<file path="src/rtl/sigmoid_table_loader_pkg.sv">
// Constants and FSM state type shared by the sigmoid table loader and the register bank it feeds.
package sigmoid_pkg;

  localparam int NUM_SIGMOID_ENTRIES = 32;
  localparam int SIGMOID_ADDR_W      = 5;
  localparam int SIGMOID_DATA_W      = 4;

  typedef enum logic [2:0] {
    IDLE,
    ACCEPT,
    WRITE_LO,
    WRITE_HI,
    CHECK,
    DONE
  } loader_state_t;

endpackage

</file>
<file path="src/rtl/sigmoid_table_loader_if.sv">
// Packed-byte input stream plus the register-bank write bus driven by the loader.
interface sigmoid_table_loader_if
  import sigmoid_pkg::*;
#(
  parameter int ADDR_W = SIGMOID_ADDR_W,
  parameter int DATA_W = SIGMOID_DATA_W
);
  logic [2*DATA_W-1:0] byte_in;
  logic                byte_valid;
  logic                byte_ready;
  logic                write_en;
  logic [ADDR_W-1:0]   address_out;
  logic [DATA_W-1:0]   data_out;

  modport master (
    input  byte_in, byte_valid,
    output byte_ready, write_en, address_out, data_out
  );

  modport slave (
    output byte_in, byte_valid,
    input  byte_ready, write_en, address_out, data_out
  );
endinterface

</file>
<file path="src/rtl/sigmoid_loader_addr_counter.sv">
// Even-address counter for the table loader: clear, step by two, flag the last byte pair.
module sigmoid_loader_addr_counter
  import sigmoid_pkg::*;
#(
  parameter int NUM_ENTRIES = NUM_SIGMOID_ENTRIES,
  parameter int ADDR_W      = SIGMOID_ADDR_W
) (
  input  logic              clk,
  input  logic              n_rst,
  input  logic              clear,
  input  logic              inc,
  output logic [ADDR_W-1:0] addr,
  output logic              terminal
);
  logic [ADDR_W-1:0] addr_reg;

  always_ff @(posedge clk or negedge n_rst) begin
    if (!n_rst) begin
      addr_reg <= '0;
    end else if (clear) begin
      addr_reg <= '0;
    end else if (inc) begin
      addr_reg <= addr_reg + ADDR_W'(2);
    end
  end

  assign addr     = addr_reg;
  // The pair being written occupies the last two entries.
  assign terminal = (addr_reg == ADDR_W'(NUM_ENTRIES - 2));
endmodule

</file>
<file path="src/rtl/sigmoid_table_loader.sv">
// Unpacks table bytes into two entries each and writes them to the sigmoid register bank.
// Define SIGMOID_LOADER_CHECKSUM_EN to require a trailing XOR checksum byte after the table.
module sigmoid_table_loader
  import sigmoid_pkg::*;
#(
  parameter int NUM_ENTRIES = NUM_SIGMOID_ENTRIES,
  parameter int ADDR_W      = SIGMOID_ADDR_W,
  parameter int DATA_W      = SIGMOID_DATA_W
) (
  input  logic                   clk,
  input  logic                   n_rst,
  input  logic                   start,
  sigmoid_table_loader_if.master bus,
  output logic                   busy,
  output logic                   table_loaded,
  output logic                   load_error
);
  loader_state_t     state_reg;
  logic [DATA_W-1:0] hi_nibble_reg;
  logic              byte_ready_reg;
  logic              write_en_reg;
  logic [ADDR_W-1:0] address_reg;
  logic [DATA_W-1:0] data_reg;
  logic              busy_reg;
  logic              loaded_reg;
  logic [ADDR_W-1:0] addr;
  logic              terminal;
  logic              handshake;
  logic              addr_inc;

  assign handshake = bus.byte_valid && byte_ready_reg;
  assign addr_inc  = (state_reg == WRITE_HI) && !start;

  sigmoid_loader_addr_counter #(
    .NUM_ENTRIES (NUM_ENTRIES),
    .ADDR_W      (ADDR_W)
  ) u_addr_counter (
    .clk      (clk),
    .n_rst    (n_rst),
    .clear    (start),
    .inc      (addr_inc),
    .addr     (addr),
    .terminal (terminal)
  );

`ifdef SIGMOID_LOADER_CHECKSUM_EN
  logic [2*DATA_W-1:0] xor_reg;
  logic                error_reg;

  always_ff @(posedge clk or negedge n_rst) begin
    if (!n_rst) begin
      xor_reg   <= '0;
      error_reg <= 1'b0;
    end else if (start) begin
      xor_reg   <= '0;
      error_reg <= 1'b0;
    end else if (state_reg == ACCEPT && handshake) begin
      xor_reg <= xor_reg ^ bus.byte_in;
    end else if (state_reg == CHECK && handshake && bus.byte_in != xor_reg) begin
      error_reg <= 1'b1;
    end
  end

  assign load_error = error_reg;
`else
  assign load_error = 1'b0;
`endif

  // Bus outputs default to zero each cycle so they only carry values during the two write states.
  always_ff @(posedge clk or negedge n_rst) begin
    if (!n_rst) begin
      state_reg      <= IDLE;
      hi_nibble_reg  <= '0;
      byte_ready_reg <= 1'b0;
      write_en_reg   <= 1'b0;
      address_reg    <= '0;
      data_reg       <= '0;
      busy_reg       <= 1'b0;
      loaded_reg     <= 1'b0;
    end else begin
      write_en_reg <= 1'b0;
      address_reg  <= '0;
      data_reg     <= '0;
      if (start) begin
        state_reg      <= ACCEPT;
        byte_ready_reg <= 1'b1;
        busy_reg       <= 1'b1;
        loaded_reg     <= 1'b0;
      end else begin
        case (state_reg)
          ACCEPT: begin
            if (handshake) begin
              state_reg      <= WRITE_LO;
              hi_nibble_reg  <= bus.byte_in[2*DATA_W-1:DATA_W];
              byte_ready_reg <= 1'b0;
              write_en_reg   <= 1'b1;
              address_reg    <= addr;
              data_reg       <= bus.byte_in[DATA_W-1:0];
            end
          end
          WRITE_LO: begin
            state_reg    <= WRITE_HI;
            write_en_reg <= 1'b1;
            address_reg  <= addr + ADDR_W'(1);
            data_reg     <= hi_nibble_reg;
          end
          WRITE_HI: begin
            if (terminal) begin
`ifdef SIGMOID_LOADER_CHECKSUM_EN
              state_reg      <= CHECK;
              byte_ready_reg <= 1'b1;
`else
              state_reg  <= DONE;
              busy_reg   <= 1'b0;
              loaded_reg <= 1'b1;
`endif
            end else begin
              state_reg      <= ACCEPT;
              byte_ready_reg <= 1'b1;
            end
          end
`ifdef SIGMOID_LOADER_CHECKSUM_EN
          CHECK: begin
            if (handshake) begin
              state_reg      <= DONE;
              byte_ready_reg <= 1'b0;
              busy_reg       <= 1'b0;
              loaded_reg     <= (bus.byte_in == xor_reg);
            end
          end
`endif
          IDLE, DONE: begin
          end
          default: begin
            state_reg      <= IDLE;
            byte_ready_reg <= 1'b0;
            busy_reg       <= 1'b0;
          end
        endcase
      end
    end
  end

  assign bus.byte_ready  = byte_ready_reg;
  assign bus.write_en    = write_en_reg;
  assign bus.address_out = address_reg;
  assign bus.data_out    = data_reg;
  assign busy            = busy_reg;
  assign table_loaded    = loaded_reg;
endmodule

</file>
<file path="src/flat_wrapper.sv">
// flat-port wrapper written by rule: the top's interface ports become plain ports
module sigmoid_table_loader_flat import sigmoid_pkg::*;
#(
  parameter int NUM_ENTRIES = NUM_SIGMOID_ENTRIES,
  parameter int ADDR_W      = SIGMOID_ADDR_W,
  parameter int DATA_W      = SIGMOID_DATA_W
)
  (clk, n_rst, start, busy, table_loaded, load_error, bus_byte_in, bus_byte_valid, bus_byte_ready, bus_write_en, bus_address_out, bus_data_out);
  sigmoid_table_loader_if #(.ADDR_W(ADDR_W), .DATA_W(DATA_W)) bus_i ();
  input  logic clk;
  input  logic n_rst;
  input  logic start;
  output logic busy;
  output logic table_loaded;
  output logic load_error;
  input wire logic [$bits(bus_i.byte_in)-1:0] bus_byte_in;
  input wire logic [$bits(bus_i.byte_valid)-1:0] bus_byte_valid;
  output wire logic [$bits(bus_i.byte_ready)-1:0] bus_byte_ready;
  output wire logic [$bits(bus_i.write_en)-1:0] bus_write_en;
  output wire logic [$bits(bus_i.address_out)-1:0] bus_address_out;
  output wire logic [$bits(bus_i.data_out)-1:0] bus_data_out;
  assign bus_i.byte_in = bus_byte_in;
  assign bus_i.byte_valid = bus_byte_valid;
  assign bus_byte_ready = bus_i.byte_ready;
  assign bus_write_en = bus_i.write_en;
  assign bus_address_out = bus_i.address_out;
  assign bus_data_out = bus_i.data_out;
  sigmoid_table_loader #(.NUM_ENTRIES(NUM_ENTRIES), .ADDR_W(ADDR_W), .DATA_W(DATA_W)) u_core (.clk(clk), .n_rst(n_rst), .start(start), .bus(bus_i), .busy(busy), .table_loaded(table_loaded), .load_error(load_error));
endmodule
</file>
<file path="config.mk">
export PLATFORM = sky130hd
export DESIGN_NAME = sigmoid_table_loader_flat
export DESIGN_NICKNAME = d
export VERILOG_FILES = /design/src/rtl/sigmoid_table_loader_pkg.sv /design/src/rtl/sigmoid_table_loader_if.sv /design/src/rtl/sigmoid_loader_addr_counter.sv /design/src/rtl/sigmoid_table_loader.sv /design/src/flat_wrapper.sv
export SDC_FILE = /design/constraint.sdc
export NUM_CORES = 1
export LEC_CHECK = 0
export ABC_AREA = 1
export CAP_MARGIN = 5
export CORE_MARGIN = 3
export CORE_UTILIZATION = 47
export CTS_BUF_LIST = sky130_fd_sc_hd__clkbuf_16
export DETAILED_ROUTE_END_ITERATION = 16
export GPL_TIMING_DRIVEN = 0
export HOLD_SLACK_MARGIN = 0.03
export PLACE_DENSITY = 0.79
export SETUP_SLACK_MARGIN = 0.15
export SLEW_MARGIN = 0
export SYNTH_ARGS = -nofsm -noshare
export SYNTH_HDL_FRONTEND = slang
export SYNTH_SLANG_ARGS = --single-unit
export TNS_END_PERCENT = 1
</file>
<file path="constraint.sdc">
create_clock -name clk -period 1.3 [get_ports clk]
set_input_delay 0.13 -clock clk [delete_from_list [all_inputs] [get_ports clk]]
set_output_delay 0.13 -clock clk [all_outputs]
set_load 0.005 [all_outputs]
</file>
* Word level (Yosys, flattened, before mapping)
Cells that the tools add are included.
** Operators by class
- $add $sub $neg :: 2
- Eq/ne operators :: 11
- Mux-type cells :: 25
- Bitwise operators :: 1
- Reduce and logical (&&, ||, !) cells :: 15
** Operators by type and width (number)
- $mux W5 :: 4
- $pmux W3 S4 :: 1
- $mux W1 :: 10
- $pmux W5 S2 :: 1
- $mux W3 :: 3
- $mux W4 :: 2
- $pmux W4 S2 :: 1
- $eq A3 B2 Y1 const B :: 2
- $ne A3 B2 Y1 const B :: 2
- $reduce_and A2 Y1 :: 3
- $reduce_and A3 Y1 :: 2
- $reduce_bool A2 Y1 :: 3
- $add A5 B1 Y5 const B :: 1
- $add A5 B2 Y5 const B :: 1
- $eq A5 B5 Y1 const B :: 1
- $ne A2 B1 Y1 const B :: 2
- $pmux W1 S2 :: 2
- $reduce_or A4 Y1 :: 1
- $eq A3 B1 Y1 const B :: 1
- $eq A3 B3 Y1 const B :: 1
- $logic_not A3 Y1 :: 1
- $ne A3 B3 Y1 const B :: 1
- $pmux W1 S3 :: 1
- $reduce_or A3 Y1 :: 1
- other kinds (5) :: 6
** Word-level totals
- Flip-flop bits (word level) :: 25
- Input port bits :: 12
- Output and inout bits :: 14
- Word-level logic and storage cells :: 63

* Logic depth before layout (Yosys ltp)
- Depth in word-level cells :: 4
- Depth in mapped cells :: 7
- Mapped depth without buffers :: 7

* Cells and area by module
Synthesis repeated with hierarchy kept, for this count alone.
** Unflattened totals
- Cells, all modules :: 147
- Area total of the unflattened synthesis :: 1186.1 sq um
** Modules (own cells, without submodules)
- sigmoid_table_loader :: times used 1, cells an instance 120, area each 977.2 sq um, sequential area each 500.5 sq um
- sigmoid_loader_addr_counter :: times used 1, cells an instance 27, area each 209.0 sq um, sequential area each 100.1 sq um

* Worst setup path after synthesis
No wires, ideal clock.
- Kind :: register to register
- From :: register u_core.state_reg[2]
- To :: register u_core.address_reg[4], in the netlist u_core.bus.address_out[4]
- Library setup time :: 0.069 ns
- Data arrival time :: 1.044 ns
- Required time :: 1.231 ns
- Slack :: 0.188 ns
- Cell stages (with the launch flop) :: 8
- Path buffers :: 0
- Period minus slack after synthesis :: 1.112 ns
- Path through :: dfrtp_1 -> inv_2 -> nand2_1 -> nor2_2 -> nand2_4 -> nand2_4 -> inv_4 -> nor2_2
** On the way
- Cells in the longest elaborated chain, start to end :: 3
- Elaborated cells on any way between the ends :: 4
- Those cells by class :: 2 x eq/ne; 2 x mux
** Ends and longest elaborated chain
- from (decl) :: RTL line sigmoid_table_loader.sv:18 : loader_state_t state_reg;
- from (signal assigned) :: RTL line sigmoid_table_loader.sv:72 : state_reg <= IDLE;
- from (signal assigned) :: RTL line sigmoid_table_loader.sv:85 : state_reg <= ACCEPT;
- from (signal assigned) :: RTL line sigmoid_table_loader.sv:93 : state_reg <= WRITE_LO;
- $eq A3 B2 Y1 / $eq A3 B1 Y1 (equally long branches) :: RTL line sigmoid_table_loader.sv:90 : case (state_reg)
- $pmux W5 S2 * :: RTL line sigmoid_table_loader.sv:90
- $mux W5 * :: RTL line sigmoid_table_loader.sv:84 : if (start) begin
- to (signal assigned) :: RTL line sigmoid_table_loader.sv:97 : address_reg <= addr;
- to (signal assigned) :: RTL line sigmoid_table_loader.sv:104 : address_reg <= addr + ADDR_W'(1);
- to (decl) :: RTL line sigmoid_table_loader.sv:22 : logic [ADDR_W-1:0] address_reg;
Every way passes the cells marked *; elsewhere a longest branch is shown, timed or not.
A chain may end at the register's enable or synchronous reset.

* Worst setup path after layout
- From :: register u_core.state_reg[2]
- To :: register u_core.address_reg[3], in the netlist u_core.bus.address_out[3]
The elaborated chain is that of the path after synthesis.

==> results.yml <==
detailed_routing:
  drc_errors: 0
  dr.pass1.iters: 4
  routedWlPerCell_um: 11.9
  drt_iter0_drc: 11
  vias: 819
  drt-total-wl_mm: 2.02
  ant_nets: 0
  routed_via_density: 4.85
cts:
  cts_max_level: 1
  cts_num_sinks: 24
  cts_tree: "done"
  cts-root-buf: "clkbuf_16"
  worst_skew_pair.late_latency_ns: 0.25
  cts_buffer_depth: 2
  clk_pin_slew_ns: 0.06
  cts_buffers: 3
placed_design:
  gp_congestion: 0.845
  pre_cts_ws_ns: -0.204
  hpwl_mm: 1.44
  port_buffers: 24
  place_area_um2: 1330
yosys:
  synthMuxAreaShare_pct: 0
  yosys.area_share.simple_pct: 30.6
  ys_seq_area_share_pct: 57.0
  yosysWarnings: 0
  synth_compound_area_share_pct: 5.46
  yosysUniqueCellTypes: 22
  ys_ff_latch: 24
  syn_area_um2: 1050
  synth_top_family_by_area: "simple AND/OR/NAND/NOR gates"
  synth-xor-area-share_pct: 0
  syn_inst: 113
  synth.avg_cell_area_um2: 9.32
  synth_fa_ha_area_share_pct: 1.19
  syn_nets: 126
setup_path:
  critPathCaptureType: "flop"
  crit_required_ns: 1.49
  crit_path_max_fanout: 8
  r2r_slack_ns: 0.10
  worstSetupPathType: "reg -> reg"
  worstSetupStartpointType: "flop"
  worstPathArrival_ns: 1.38
status:
  status: "completed"
die:
  start_util_pct: 51.6
  rows: 16
  ios: 26
  coreArea_um2: 2040
  die_w_um: 53.3
  die_h_um: 53.3
  die-area_um2: 2850
global_routing:
  grtUsageTotal_pct: 16.2
  grt_max_degree: 25
  grt_overflow_total: 0
  grt_first_pass_wirelength_mm: 3.26
  grt_antenna_before_repair: 0
  grt_pass1_vias: 753
layout:
  multi_input_area_um2: 417
  n_antenna_cell: 0
  seq_area_um2: 603
  nets: 157
  final_common_cell: "nand2_1"
  synthToLayoutAreaGrowth_pct: 40.4
  fill_cells: 148
  drive_gt1_share_pct: 19.0
  largest_register_ffs: 5
  final_cell_area_um2: 1480
  final_cell_mix: "34 x nand2_1, 22 x dfrtp_1, 14 x dlymetal6s2s_1"
  final_util_pct: 72.4
sta:
  relSlewSlack_pct: 33.4
  hold_viol_final: 0
  clock_skew_ns: 0.00200
  drv_slew: 0
  max_clock_freq_mhz: 835
  setup_violations: 0
  worstMarginPinSlew_ns: 0.997
  tns_ns: 0
  min_period_ns: 1.20
  setup_slack_ns: 0.102
  finalCritPeriodShare_pct: 92.1
  rsz0062_at_grt: "true"
pwr:
  vdd_ir_drop_max_v: 0.000854
  power_leakage_nw: 0.914
  power_density_nw_per_um2: 1190
min_path:
  hp-class: "in -> async"
job:
  drv_cap: 0
## worst paths after layout
path	cells after the start	end	startpoint
worst min register to register	2	u_core.hi_nibble_reg[0]	u_core.hi_nibble_reg[0]
worst max-delay path	7	u_core.bus.address_out[3]	u_core.state_reg[2]
worst min-delay path	1	u_core.bus.write_en	n_rst
worst max register to register	7	u_core.bus.address_out[3]	u_core.state_reg[2]
max in group asynchronous	1	u_core.state_reg[2]	n_rst
min in group clk	2	u_core.bus.data_out[3]	start
## final cells by class
cell class	count	area share, %
Sequential cell	24	40.8
Multi-Input combinational cell	76	28.2
Timing Repair Buffer	26	19.5
Clock buffer	3	5.08
Inverter	11	3.13
Tap cell	27	2.28
Buffer	2	1.02
## where the power goes
| group | switching [W] | internal, W | total [W] |
|---|---|---|---|
| clock network | 0.000226 | 0.000406 | 0.000631 |
| logic | 0.000138 | 0.000115 | 0.000252 |
| registers | 0.0000526 | 0.000817 | 0.000870 |
## through the flow
step	total power, W	cells	hold slack, ns
finish	0.00175	169	0.0427
global route	0.00184	169	0.137
CTS	0.00175	167	0.429
detailed placement	0.00111	164	0.469
global placement	0.00110	164	0.458
floorplan	0.000998	113	-0.166
## cell usage after synthesis
cell type   n  area share, %
nor2_1      4            1.4
inv_4       1           0.59
a21boi_1    1           0.71
nand2_4     3            3.2
nand4_1     1           0.59
nor2_8      1            1.9
buf_2       1           0.47
nand2_1    37             13
nor3_4      1            1.5
nand2_2     1           0.59
nand3_1     9            4.3
dfrtp_1    24             57
a21oi_1     5            2.4
conb_1      1           0.36
nand3_2     1           0.95
o21ai_0     3            1.4
inv_1       8            2.9
buf_4       1           0.71
ha_1        1            1.2
o21ai_1     2           0.95
nor2_2      5            3.0
inv_2       2           0.71
## layer usage
metal	GRT usage (%)	vias to the layer above	routed length [um]
met3	2.82	4	127
met4	8.94	0	33
met2	24.9	24	996
li1	-	416	-
met5	0	-	0
met1	21.2	375	859
## critical path: stages (launching register included)
cell and delay [ns]:
dfrtp_2 0.45, inv_4 0.10, nand3_4 0.10, nor2_8 0.18, nand2_4 0.11, nand2_4 0.08
inv_4 0.05, nor2_2 0.06
## what timing repair did
action                     4_1_cts  5_1_grt
pin swaps                        0        3
hold buffers                     0        0
buffers inserted                 0        2
resized for setup                1       23
setup endpoints to repair       32       60
## cell families (layout without fill, tap and decap cells)
group,Yosys count,in the layout
other,1,1
DFF,24,24
adders and majority gates,1,1
AOI/OAI and AO/OA,11,11
buffers and inverters,13,42
and+or+nand+nor,63,63
Power figures use the tool's default switching activity.
